[config.mk]
export PLATFORM = sky130hd
export DESIGN_NAME = oam_dma
export DESIGN_NICKNAME = d
export VERILOG_FILES = /design/src/rtl/oam_dma.sv
export SDC_FILE = /design/constraint.sdc
export NUM_CORES = 1
export LEC_CHECK = 0
export BUFFER_PORTS_ARGS = -buffer_cell sky130_fd_sc_hd__buf_2
export CAP_MARGIN = 5
export CELL_PAD_IN_SITES_DETAIL_PLACEMENT = 0
export CELL_PAD_IN_SITES_GLOBAL_PLACEMENT = 1
export CORE_AREA = 2 2 71 73
export DETAILED_ROUTE_END_ITERATION = 10
export DIE_AREA = 0 0 73 75
export GPL_TIMING_DRIVEN = 0
export PLACE_DENSITY = 0.76
export SYNTH_ARGS = -nofsm -noshare
export SYNTH_HDL_FRONTEND = slang
export SYNTH_SLANG_ARGS = --single-unit
[constraint.sdc]
create_clock -name clk -period 1.5 [get_ports clk]
set_input_delay 0.075 -clock clk [delete_from_list [all_inputs] [get_ports clk]]
set_output_delay 0.075 -clock clk [all_outputs]
set_load 0.01 [all_outputs]
[src/rtl/oam_dma.sv]
// oam_dma: NES sprite DMA; on a CPU write to $4014 it stalls the CPU and copies
// page $XX00-$XXFF into PPU $2004 with alternating get/put cycles.
module oam_dma (
    input  logic        clk,
    input  logic        rst,
    input  logic [15:0] cpu_addr,
    input  logic        cpu_rw,
    input  logic [7:0]  cpu_data_o,
    input  logic [7:0]  bus_data_i,
    output logic [15:0] bus_addr,
    output logic        bus_rw,
    output logic [7:0]  bus_data_o,
    output logic        cpu_rdy,
    output logic        dma_active
);
    typedef enum logic [2:0] {IDLE, WAIT, ALIGN, READ, WRITE} state_t;
    state_t state, state_nx;
    logic [7:0] page, idx;
    logic parity;
    logic trig;
    assign trig = !cpu_rw && cpu_addr == 16'h4014;
    always_ff @(posedge clk or posedge rst) begin
        if (rst) state <= IDLE;
        else state <= state_nx;
    end
    // parity free-runs from reset; 0 marks a get cycle
    always_ff @(posedge clk or posedge rst) begin
        if (rst) begin
            page <= 8'h00;
            idx <= 8'h00;
            parity <= 1'b0;
        end else begin
            parity <= !parity;
            if (state == IDLE && trig) begin
                page <= cpu_data_o;
                idx <= 8'h00;
            end else if (state == WRITE && idx != 8'hFF) idx <= idx + 8'd1;
        end
    end
    always_comb begin
        state_nx = state;
        case (state)
            IDLE:    state_nx = trig ? WAIT : IDLE;
            WAIT:    state_nx = !cpu_rw ? WAIT : parity ? READ : ALIGN;
            ALIGN:   state_nx = READ;
            READ:    state_nx = WRITE;
            WRITE:   state_nx = idx == 8'hFF ? IDLE : READ;
            default: state_nx = IDLE;
        endcase
    end
    always_comb begin
        bus_addr = state == READ ? {page, idx} : state == WRITE ? 16'h2004 : cpu_addr;
        bus_rw = state == READ ? 1'b1 : state == WRITE ? 1'b0 : cpu_rw;
        bus_data_o = state == WRITE ? bus_data_i : cpu_data_o;
        cpu_rdy = state == IDLE;
        dma_active = state == ALIGN || state == READ || state == WRITE || (state == WAIT && cpu_rw);
    end
endmodule

==> flow_summary.json, run 1 <==
{
  "synth_nets": 185,
  "slowest_delay_ns": 0.38,
  "synth_cell_types": 36,
  "slew_headroom": 0.4643,
  "worstSkewPairLatency_ns": 0.27,
  "die_area_mm2": 0.005475,
  "clkTransAtPathRegs_ns": 0.08,
  "fin_ws_ns": -0.2878,
  "power.share.clock": 0.160,
  "grt_overflow": 0,
  "place.gp.congestion": 0.7533,
  "cp_cell_sequence": "buf_6 > nor3_4 > nand3_4 > nor3_4 > buf_6 > mux2_4",
  "cap_violations": 0,
  "antenna_left": 0,
  "rsz0062_at_grt": "yes",
  "antenna_found_initial": 0,
  "synthCells": 149,
  "seqPwrFrac": 0.228,
  "clockBufferDepth": 2,
  "areaGrowthSynthToFinish_pct": 63.98,
  "cts_sinks": 20,
  "root_buffer": "clkbuf_8",
  "layout.cells.non_filler": 302,
  "ir_drop_v": 0.0006131,
  "place_hpwl_mm": 2.999,
  "drc": 0,
  "path_class": "flip-flop to flip-flop",
  "grt_pass1_vias": 1533,
  "finalSetupTns_ns": -8.682,
  "min_period_ns": 1.788,
  "fin_nets": 285,
  "vias": 1539,
  "pwr-share-comb": 0.612,
  "synth_area_mm2": 0.001365,
  "crit_path_start_kind": "flip-flop",
  "htreeDepth": 1,
  "yosysSeqAreaShare": 0.3666,
  "hp-class": "input port to flip-flop",
  "fmax_mhz": 559.4,
  "cts_tree": "yes",
  "power.total_mw": 3.455,
  "outcome": "finished with violations",
  "fp.dieW_um": 73,
  "grt_max_degree": 21,
  "hold_violations": 0,
  "yosysWarnings": 0,
  "p_leak_nw": 1.210,
  "fillCellCount": 433,
  "io_pins": 62,
  "drv_slew": 0,
  "vias_per_cell": 5.096,
  "switching_share": 0.4064,
  "syn_area_per_cell_um2": 9.161,
  "critical_path_required_ns": 1.66,
  "fp-row-count": 25,
  "core_area_mm2": 0.004661,
  "numPortBuffers": 61,
  "cp-end-kind": "flip-flop",
  "diodes": 0,
  "cp_slowest_cell": "dfrtp_1",
  "firstDrtPassIters": 4,
  "setup_viol": 42,
  "crit_arrival_ns": 1.94,
  "dp.cells": 264,
  "cts_made_buffers": 3,
  "wire_per_inst_um": 15.00,
  "grt_util_all_layers": 0.1748,
  "crit_fanout": 9,
  "violations": "negative setup slack",
  "cell_internal_pwr_mw": 2.050,
  "dieHeight_um": 75,
  "tightestPinTransition_ns": 0.8026,
  "finalClockSkew_ns": 0.002025,
  "fin_crit_sh": 1.192,
  "wirelength_mm": 4.529,
  "drive_gt1_frac": 0.5444,
  "first_iter_violations": 74,
  "start_util": 0.2929,
  "power_density_mw_per_mm2": 1543,
  "grt_pass1_wl_mm": 7.245,
  "hold_slack_ns": 0.04696,
  "ys_seq_elements": 20,
  "p_sw_mw": 1.404
}
-- path summary, 6_finish.rpt --
path	cells after the start	startpoint	slack [ns]	endpoint
max reg2reg	6	state[0]	-0.29	page[1]
max	6	state[0]	-0.29	page[1]
min in group asynchronous	3	rst	0.50	page[5]
min	2	cpu_data_o[6]	0.05	page[6]
max in group asynchronous	3	rst	0.45	state[2]
min reg2reg	1	parity	0.42	parity
-- placed cells by master, fill, tap and decap left out, types with 4 or more instances in the layout --
| cell | netlist | layout |
|---|---|---|
| o21ai_1 | 0 | 4 |
| nor2b_1 | 6 | 6 |
| buf_6 | 3 | 16 |
| buf_2 | 2 | 62 |
| mux2_4 | 7 | 8 |
| a22o_1 | 13 | 13 |
| dfrtp_1 | 20 | 19 |
| nor2_1 | 9 | 6 |
| o21ai_0 | 11 | 6 |
| nand2_1 | 35 | 32 |
| buf_4 | 1 | 21 |
-- Yosys cell counts, drive strengths merged --
cell,number,area (um2)
nor3b,1,18.77
inv,4,15.01
nand4bb,1,11.26
nand3,3,27.53
o211ai,1,7.510
mux2,9,127.6
a22o,13,113.9
nor2b,6,37.54
and3,2,12.51
clkbuf,1,3.750
o21ai,12,63.81
a21oi,4,20.02
o22a,2,17.52
or3,2,12.51
dfrtp,20,500.5
mux2i,1,10.01
o311ai,2,17.52
o21a,1,7.510
xor2,1,8.760
ha,1,12.51
nor2,9,33.78
and4,1,8.760
buf,6,51.30
nand2,35,131.4
nand2b,1,6.260
nor4,1,6.260
nand4,3,18.77
nor3,3,37.53
nor4b,2,17.52
nand3b,1,7.510
-- area by class of cell --
class,instances,area [um2],share of cell area
timing repair buffer,96,621.8,0.2778
inverter,4,15.01,0.006708
buffer,6,71.32,0.03186
sequential,20,501.7,0.2241
tap,54,67.56,0.03018
clock buffer,3,41.29,0.01845
clock inverter,1,30.03,0.01342
multi-input combinational,118,889.6,0.3974
-- layer usage --
metal	vias to the layer above	share of wire	global-route usage	wire, um
li1	738	-	-	-
met1	747	0.41	0.2047	1879
met2	45	0.51	0.3113	2324
met3	9	0.041	0.03213	186
met4	0	0.031	0.07819	139
met5	-	0	0	0
-- flip-flops by register name, indices dropped and copies added (netlist names) --
register and flops:
state 3, idx 8, parity 1, page 8
-- logic make-up after synthesis --
kind of cell               after synthesis  synth area share
muxes                                   10            0.1008
and+or+nand+nor                         71            0.2842
buffers and inverters                   11           0.05132
adders and majority gates                1          0.009164
xor gates and xnor gates                 1          0.006417
AOI/OAI and AO/OA                       35            0.1815
DFF                                     20            0.3666
-- metrics by stage --
stage	worst slack (ns)	cell area, um2	util
after floorplan	-0.1140	1369	-
after global placement	-0.4323	1742	0.3737
after detailed placement	-0.4226	1742	0.3737
after CTS	-0.2856	2098	0.4502
after global routing	-0.3615	2238	0.4803
final	-0.2878	2238	0.4803
-- worst max-delay path: cells and delay by family (launching register included) --
| kind | cells | cell delay [ns] |
|---|---|---|
| buf+inv | 2 | 0.33 |
| simple gates | 3 | 0.66 |
| mux | 1 | 0.30 |
| flops | 1 | 0.38 |
-- timing repair --
action | CTS | global route
setup buffers | 21 | 11
setup endpoints to repair | 40 | 44
hold endpoints to repair | 20 | 0
gates resized for setup | 32 | 21
pin swaps | 8 | 19
hold buffers | 1 | 0
gates cloned | 2 | 1
-- power groups by stage --
stage	sequential, mW	combinational [mW]	clock (mW)
2_1_floorplan	0.748	1.12	0
3_3_place_gp	0.787	1.53	0
3_5_place_dp	0.789	1.55	0
4_1_cts	0.781	1.85	0.556
5_1_grt	0.812	2.33	0.590
6_report	0.788	2.11	0.553
Note: power is estimated with default switching activity, not from simulation.
==> run 2, diff against run 1 <==
--- a/config.mk
+++ b/config.mk
@@ -13,7 +13,7 @@
 export DETAILED_ROUTE_END_ITERATION = 10
 export DIE_AREA = 0 0 73 75
 export GPL_TIMING_DRIVEN = 0
-export PLACE_DENSITY = 0.76
+export PLACE_DENSITY_LB_ADDON = 0.1
 export SYNTH_ARGS = -nofsm -noshare
 export SYNTH_HDL_FRONTEND = slang
 export SYNTH_SLANG_ARGS = --single-unit
==> run 2 against run 1 <==
Against the previous run: the run still ends with negative setup slack left; global-route usage is 1.4 points higher; worst setup slack better by 0.033 ns; sequential power is 1% lower; via count is 0.91% lower; clock skew is 0.00056 ns lower; clock power is 21% lower; fmax is 1.9% higher; die area stayed put; sequential share of layout area is 0.44 points lower; core utilization is 0.97 points higher; hold slack better by 0.0032 ns; flip-flop and latch count stayed put; critical endpoint is now bus_addr[11]; largest cell class unchanged.
==> flow_summary.json, run 2 (synthesis gave the netlist of run 1 again) <==
{
  "htreeDepth": 1,
  "power_density_mw_per_mm2": 1566,
  "critical_path.top_delay_family": "buffers and inverters",
  "drc": 0,
  "grt_max_degree": 21,
  "diodes": 0,
  "fp.dieW_um": 73,
  "pwr-share-comb": 0.659,
  "vias": 1525,
  "grt_overflow": 0,
  "path_class": "flip-flop to primary output",
  "layout_common_cells": "60 x buf_2, 26 x buf_4, 21 x nand2_1",
  "core_area_mm2": 0.004661,
  "finalClockSkew_ns": 0.001469,
  "rsz0062_at_grt": "yes",
  "top_regs": "idx x8, page x8, state x3",
  "p_leak_nw": 1.230,
  "setup_viol": 42,
  "regArea_um2": 501.7,
  "cp_cell_sequence": "buf_6 > nand3b_1 > inv_2 > nor2_4 > buf_6 > a22o_1 > buf_2",
  "cp_num_buf_inv": 4,
  "critical_path_required_ns": 1.42,
  "cell_internal_pwr_mw": 2.064,
  "power.total_mw": 3.575,
  "clockBufferDepth": 2,
  "multiInputGateArea_um2": 934.6,
  "slew_headroom": 0.4437,
  "final_common_cell": "buf_2",
  "fin_util": 0.4899,
  "wire_per_inst_um": 15.82,
  "fin_crit_sh": 1.170,
  "hold_violations": 0,
  "cp-end-kind": "primary output",
  "first_iter_violations": 98,
  "vias_per_cell": 5.016,
  "p_sw_mw": 1.511,
  "clkTransAtPathRegs_ns": 0.08,
  "power.share.clock": 0.123,
  "crit_path_start_kind": "flip-flop",
  "worstSkewPairLatency_ns": 0.27,
  "firstDrtPassIters": 4,
  "tightestPinTransition_ns": 0.8336,
  "place.gp.congestion": 0.8513,
  "drive_gt1_frac": 0.6000,
  "min_period_ns": 1.755,
  "areaGrowthSynthToFinish_pct": 67.28,
  "numPortBuffers": 61,
  "wirelength_mm": 4.810,
  "cts_sinks": 20,
  "violations": "negative setup slack",
  "antenna_found_initial": 0,
  "fp-row-count": 25,
  "crit_fanout": 6,
  "io_pins": 62,
  "cts_tree": "yes",
  "die_area_mm2": 0.005475,
  "ir_drop_v": 0.0005459,
  "hp-class": "input port to flip-flop",
  "fmax_mhz": 569.9,
  "cts_made_buffers": 3,
  "outcome": "finished with violations",
  "fin_nets": 287,
  "fin_ws_ns": -0.2548,
  "grt_util_all_layers": 0.1889,
  "cp_slowest_cell": "dfrtp_1",
  "cap_violations": 0,
  "antenna_left": 0,
  "dieHeight_um": 75,
  "place_hpwl_mm": 3.087,
  "start_util": 0.2929,
  "grt_pass1_wl_mm": 7.872,
  "switching_share": 0.4228,
  "root_buffer": "clkbuf_8",
  "slowest_delay_ns": 0.38,
  "crit_arrival_ns": 1.68,
  "seqPwrFrac": 0.218,
  "grt_pass1_vias": 1580,
  "drv_slew": 0,
  "fillCellCount": 452,
  "cpMostUsedCell": "buf_6"
}
==> run 2: worst paths after layout <==
path                                from      endpoint  slack [ns]  depth (start not counted)
hold / removal             cpu_data_o[6]       page[6]        0.05                          2
hold reg to reg                   parity        parity        0.42                          1
setup / recovery                state[2]  bus_addr[11]       -0.25                          7
setup reg to reg                state[2]       page[2]       -0.20                          7
max in group asynchronous            rst        idx[4]        0.42                          3
min in group asynchronous            rst        parity        0.51                          3
==> run 2: worst register-to-register path, stage by stage, from the launching register on <==
cell     delay, ns
dfrtp_1       0.38
buf_6         0.12
buf_4         0.15
nor3_4        0.16
nand3_4       0.11
nor3_4        0.17
buf_6         0.19
mux2_4        0.31
==> run 2: repair_timing <==
action	in CTS	in global routing
pin swaps	18	13
hold buffers	1	0
resized for setup	36	30
buffers inserted	31	8
endpoints found under the setup margin	40	43
cloned	1	0
hold endpoints to repair	11	0
==> run 2: layer usage <==
layer,vias up,GRT usage,part of all wire
met5,-,0,0
met4,0,0.05556,0.012
met3,8,0.02410,0.042
met2,51,0.3554,0.55
met1,725,0.2237,0.40
li1,741,-,-
==> run 2: layout make-up <==
| type | instances | area share |
|---|---|---|
| clock buffers | 4 | 0.02411 |
| inverters | 4 | 0.006575 |
| multi-input cells | 118 | 0.4093 |
| plain buffers | 6 | 0.02795 |
| well taps | 54 | 0.02959 |
| flip-flops and latches | 20 | 0.2197 |
| repair buffers | 98 | 0.2827 |
==> run 2: through the flow <==
stage                     cells  hold WS, ns  cell area [um2]  worst slack [ns]  TNS, ns
after global placement      264       0.2750             1742           -0.5042   -8.899
after detailed placement    264       0.2869             1742           -0.4797   -8.667
after CTS                   300      0.04247             2152           -0.2726   -7.176
after floorplan             149      0.03883             1369           -0.1140  -0.7981
final                       304      0.05011             2283           -0.2548   -7.433
after global routing        304      0.05568             2283           -0.3149   -10.45
==> run 2: power groups by stage <==
stage / clock network [mW] / logic (mW) / registers, mW
after floorplan: 0 / 1.12 / 0.748
after global placement: 0 / 1.56 / 0.789
after detailed placement: 0 / 1.57 / 0.787
after CTS: 0.449 / 2.15 / 0.772
after global routing: 0.467 / 2.55 / 0.794
final: 0.439 / 2.36 / 0.779
